### src/rtl/imm_gen_q.sv
// ---------------------------------------------------------------------------
// imm_gen_q
// Decode-stage immediate generator with an in-order result queue.
//
// Every RV32I immediate format (I, S, B, U, J) is decoded combinationally at
// the input, sign-extended to XLEN bits and tagged with its format. The
// decoded result (not the raw instruction) is pushed into a DEPTH-entry FIFO.
// This lets decode run ahead of a stalled execute stage.
//
// Parameters
//   XLEN   immediate width, 32 or 64
//   DEPTH  queue entries, power of two, >= 2
//
// Ports
//   clk          single clock, rising edge
//   rst_n        asynchronous active-low reset
//   in_valid     instr/imm_en presented
//   in_ready     queue can accept (registered !full)
//   instr        32-bit instruction word
//   imm_en       0 forces the entry to imm=0, fmt=0
//   out_valid    queue head valid
//   out_ready    consumer takes the head
//   imm_ext      head immediate, XLEN bits
//   imm_fmt      head format: 0 none, 1 I, 2 S, 3 B, 4 U, 5 J
//   count        queue occupancy
//   illegal      head opcode unrecognised   (IMMGEN_ILLEGAL_EN only)
//   illegal_cnt  saturating count of illegal pushes (IMMGEN_ILLEGAL_EN only)
//
// Optional feature macro: IMMGEN_ILLEGAL_EN
// ---------------------------------------------------------------------------
module imm_gen_q #(
    parameter int XLEN  = 32,
    parameter int DEPTH = 4
) (
    input  logic                     clk,
    input  logic                     rst_n,
    input  logic                     in_valid,
    output logic                     in_ready,
    input  logic [31:0]              instr,
    input  logic                     imm_en,
    output logic                     out_valid,
    input  logic                     out_ready,
    output logic [XLEN-1:0]          imm_ext,
    output logic [2:0]               imm_fmt,
    output logic [$clog2(DEPTH):0]   count
`ifdef IMMGEN_ILLEGAL_EN
    ,
    output logic                     illegal,
    output logic [15:0]              illegal_cnt
`endif
);

    localparam int AW = $clog2(DEPTH);
    localparam int CW = AW + 1;

    localparam logic [2:0] FMT_NONE = 3'd0;
    localparam logic [2:0] FMT_I    = 3'd1;
    localparam logic [2:0] FMT_S    = 3'd2;
    localparam logic [2:0] FMT_B    = 3'd3;
    localparam logic [2:0] FMT_U    = 3'd4;
    localparam logic [2:0] FMT_J    = 3'd5;

    logic [31:0]     w_imm32;
    logic [XLEN-1:0] w_immDec;
    logic [2:0]      w_fmtDec;
    logic            w_unknown;
    logic            w_illDec;

    logic [XLEN-1:0] r_immMem [DEPTH];
    logic [2:0]      r_fmtMem [DEPTH];
    logic [AW-1:0]   r_wptr;
    logic [AW-1:0]   r_rptr;
    logic [CW-1:0]   r_count;

    logic            w_full;
    logic            w_empty;
    logic            w_push;
    logic            w_pop;

    // Decode the 32-bit form of the immediate first; every format carries its
    // sign in instr[31], so widening to XLEN just replicates bit 31.
    always_comb begin
        w_imm32   = '0;
        w_fmtDec  = FMT_NONE;
        w_unknown = 1'b0;
        case (instr[6:0])
            7'b0010011, 7'b0000011, 7'b1100111: begin
                w_imm32  = {{20{instr[31]}}, instr[31:20]};
                w_fmtDec = FMT_I;
            end
            7'b0100011: begin
                w_imm32  = {{20{instr[31]}}, instr[31:25], instr[11:7]};
                w_fmtDec = FMT_S;
            end
            7'b1100011: begin
                w_imm32  = {{19{instr[31]}}, instr[31], instr[7],
                            instr[30:25], instr[11:8], 1'b0};
                w_fmtDec = FMT_B;
            end
            7'b0110111, 7'b0010111: begin
                w_imm32  = {instr[31:12], 12'b0};
                w_fmtDec = FMT_U;
            end
            7'b1101111: begin
                w_imm32  = {{11{instr[31]}}, instr[31], instr[19:12],
                            instr[20], instr[30:21], 1'b0};
                w_fmtDec = FMT_J;
            end
            default: begin
                w_unknown = 1'b1;
            end
        endcase

        w_immDec       = {XLEN{w_imm32[31]}};
        w_immDec[31:0] = w_imm32;
        w_illDec       = w_unknown;

        if (!imm_en) begin
            w_immDec = '0;
            w_fmtDec = FMT_NONE;
            w_illDec = 1'b0;
        end
    end

    // Full/empty come straight from the registered count, so in_ready has
    // no combinational dependence on out_ready.
    assign w_full    = (r_count == CW'(DEPTH));
    assign w_empty   = (r_count == '0);
    assign w_push    = in_valid && !w_full;
    assign w_pop     = out_ready && !w_empty;

    assign in_ready  = !w_full;
    assign out_valid = !w_empty;
    assign count     = r_count;

    // Queue storage holds decoded results only; it needs no reset because
    // the head is masked whenever the queue is empty.
    always_ff @(posedge clk) begin
        if (w_push) begin
            r_immMem[r_wptr] <= w_immDec;
            r_fmtMem[r_wptr] <= w_fmtDec;
        end
    end

    // Pointers wrap naturally at DEPTH; count tracks push/pop imbalance.
    always_ff @(posedge clk or negedge rst_n) begin
        if (!rst_n) begin
            r_wptr  <= '0;
            r_rptr  <= '0;
            r_count <= '0;
        end else begin
            if (w_push) begin
                r_wptr <= r_wptr + AW'(1);
            end
            if (w_pop) begin
                r_rptr <= r_rptr + AW'(1);
            end
            case ({w_push, w_pop})
                2'b10:   r_count <= r_count + CW'(1);
                2'b01:   r_count <= r_count - CW'(1);
                default: r_count <= r_count;
            endcase
        end
    end

    assign imm_ext = w_empty ? '0 : r_immMem[r_rptr];
    assign imm_fmt = w_empty ? FMT_NONE : r_fmtMem[r_rptr];

`ifdef IMMGEN_ILLEGAL_EN
    logic            r_illMem [DEPTH];
    logic [15:0]     r_illCnt;

    always_ff @(posedge clk) begin
        if (w_push) begin
            r_illMem[r_wptr] <= w_illDec;
        end
    end

    // Saturating count of illegal entries accepted into the queue.
    always_ff @(posedge clk or negedge rst_n) begin
        if (!rst_n) begin
            r_illCnt <= '0;
        end else if (w_push && w_illDec && (r_illCnt != 16'hFFFF)) begin
            r_illCnt <= r_illCnt + 16'd1;
        end
    end

    assign illegal     = w_empty ? 1'b0 : r_illMem[r_rptr];
    assign illegal_cnt = r_illCnt;
`else
    logic w_illUnused;
    assign w_illUnused = w_illDec;
`endif

endmodule

### config.mk
export PLATFORM = sky130hd
export DESIGN_NAME = imm_gen_q
export DESIGN_NICKNAME = d
export VERILOG_FILES = /design/src/rtl/imm_gen_q.sv
export SDC_FILE = /design/constraint.sdc
export NUM_CORES = 1
export LEC_CHECK = 0
export CAP_MARGIN = 0
export CELL_PAD_IN_SITES_DETAIL_PLACEMENT = 0
export CELL_PAD_IN_SITES_GLOBAL_PLACEMENT = 2
export CORE_MARGIN = 2
export CORE_UTILIZATION = 44
export DETAILED_ROUTE_END_ITERATION = 6
export PLACE_DENSITY_LB_ADDON = 0.1
export RECOVER_POWER = 25
export SLEW_MARGIN = 40
export SYNTH_ARGS = -nofsm -noshare
export SYNTH_HDL_FRONTEND = slang
export SYNTH_SLANG_ARGS = --single-unit
### constraint.sdc
create_clock -name clk -period 3.9 [get_ports clk]
set_clock_uncertainty 0.2 [all_clocks]
set_input_delay 0.585 -clock clk [delete_from_list [all_inputs] [get_ports clk]]
set_output_delay 0.585 -clock clk [all_outputs]
set_load 0.03 [all_outputs]
==> qor.txt <==
Setup tns final - 0 ns
Mean Syn Cell Area - 17.6 um^2
CP max-delay cell - dfrtp_2
Worst Path Buf+Inv - 2
Sequential element share of the synthesized area - 0.689
Setup crit end kind - primary output
Layout net count - 488
I/O pin cnt - 77
Global-route wire length before repair - 20000 um
Synthesized net count - 404
Slew Limit Fails - 144
Yosys cell types - 43
Yosys synthesis warning count - 0
H-tree levels - 4
Post-Route WL - 12500 um
Final min period - 3.44 ns
Drt first pass iters - 4
Clock transition at path regs - 0.05 ns
R2R setup slack - 0.71 ns
Starting Density - 0.455
Critical path cell sequence - buf_12 > mux4_2 > and2_1 > clkdlybuf4s50_1
Post-synth EDFFs - 140
DR iter-0 viols - 180
Post-place setup slack - 0.785 ns
DRC violations left - 0
Antenna violations before repair - 0
Remaining Overflow, GRT - 0
Vert. Die Dim - 124 um
Yosys reg bits - 147
Cell taking the most area after synthesis - edfxtp_1
Slew margin rel. - -0.599
CTS Sinks - 147
Die W - 124 um
Hold_ws - 0.315 ns
Area growth syn-to-layout - 22.4%
Fillers - 1177
Unrepaired setup endpoints after global routing - no
Share of layout cells above drive strength 1 - 0.189
CTS tree - yes
CP max stage delay - 0.59 ns
Crit start category - flop
Count of hold buffers inserted by post-cts repair - 0
Critical path required time - 3.12 ns
Violated checks - capacitance limit, slew limit
Commonest non-fill, non-tap cell in the layout - edfxtp_1
Final WS setup - 0.460 ns
Maximum VDD drop - 392 uV
Overall Global Routing Usage - 0.173
Max cap viols - 4
Root Driver - clkbuf_16
Port buffer count - 76
# diodes - 0
CP Class - flop to primary output
Hold/Removal Path Class - input port to asynchronous set/reset pin
Routed Antenna Nets - 0
Ys async rst share - 0.0476
F_max - 0.291 GHz
Die area - 0.0154 mm^2
Core Region - 0.0140 mm^2
Post-CTS Setup Inserts - 0
CTS Buf Count - 17
Synth top area share - 0.661
Main synth FF type - edfxtp_1
Max clock buf depth - 2
Commonest cells after routing, fill and taps aside - edfxtp_1 (140), clkdlybuf4s50_1 (75), and2_1 (43)
Cell Area, Synth - 0.00636 mm^2
Routability cong. - 0.736
Vias in the first global route - 3592
DR vias/cell - 5.41
Final Setup Violations - 0
Largest net degree at the start of global routing - 38
Status - finished, violations left
DR vias - 3438
Fin crit share - 0.882
Hpwl dp - 7760 um
CP arrival - 2.66 ns
WL per Instance - 19.7 um
Leakage - 2.43 nW
CP max FO - 28
Power density over the cells - 820 mW/mm^2
Hold Vio Cnt, Final - 0
Ranking of synthesized cells by area - edfxtp_1 (66%), mux4_2 (12%), and2_1 (4.3%)
Cells after Synth - 361
Crit-path leading delay family - buffers and inverters
Clk Latency, worst-skew pair - 0.41 ns
Worst Max-Slew Pin Slew - 2.40 ns
Resized cells post-CTS - 0
Cell Rows - 43
==> area by class of cell <==
cell class,instances,area (um^2),share of cell area
inverters,7,26.3,0.00338
repair buffers,85,838,0.108
clock inverters,8,41.3,0.00530
flip-flops and latches,147,4380,0.563
clock buffers,21,440,0.0566
multi-input cells,187,1830,0.235
well taps,180,225,0.0289
==> power breakdown <==
group          total (mW)  internal (mW)  switching (mW)
Combinational        2.74           1.27            1.47
Clock                1.33          0.788           0.545
Sequential           2.31           2.16           0.152
Total                6.39           4.22            2.17
==> state kept, by name, indices dropped and copies added (netlist names) <==
name      cells
r_wptr        2
r_rptr        2
count         3
r_fmtMem     12
r_immMem    128
==> per-layer routing <==
| layer | vias up | routed length, um | GRT usage |
|---|---|---|---|
| li1 | 1569 | - | - |
| met1 | 1768 | 5590 | 0.233 |
| met2 | 86 | 6130 | 0.274 |
| met3 | 15 | 604 | 0.0521 |
| met4 | 0 | 170 | 0.0555 |
| met5 | - | 0 | 0 |
==> cells by family after synthesis <==
family                     Yosys count  synth area share
and+or+nand+nor                    101            0.0938
muxes                               37             0.128
DFF                                147             0.689
xor gates and xnor gates             6           0.00826
buffers and inverters               27            0.0234
AOI/OAI and AO/OA                   37            0.0451
adders and majority gates            6            0.0130
==> synthesized netlist by cell type, types with 4 or more instances <==
cell type and n:
inv_1 7, ha_1 5, buf_4 5, clkbuf_1 7, nor2_1 10, and2_1 44
a22oi_1 4, dfrtp_1 7, nand2_1 16, a21oi_2 11, nand3_1 11, o21ai_0 4
edfxtp_1 140, mux4_2 35, buf_2 5, and3_1 6, a21oi_1 10
==> final timing paths <==
path | start | endpoint | depth (start not counted)
max | r_rptr[0] | imm_ext[1] | 4
min | rst_n | count[0] | 1
max reg2reg | count[0] | r_immMem[3][7] | 4
min reg2reg | count[0] | count[0] | 1
max in group asynchronous | rst_n | r_rptr[0] | 1
min in group clk | count[0] | count[0] | 1
==> stage by stage <==
step | cell area [um^2] | total power, mW | std cells | utilization
2_1_floorplan | 6360 | 4.08 | 361 | -
3_5_place_dp | 7320 | 5.13 | 606 | 0.523
3_3_place_gp | 7320 | 5.12 | 606 | 0.523
5_1_grt | 7780 | 6.72 | 635 | 0.557
6_report | 7780 | 6.39 | 635 | 0.557
4_1_cts | 7800 | 6.48 | 635 | 0.558
Power figures use the tool's default switching activity.
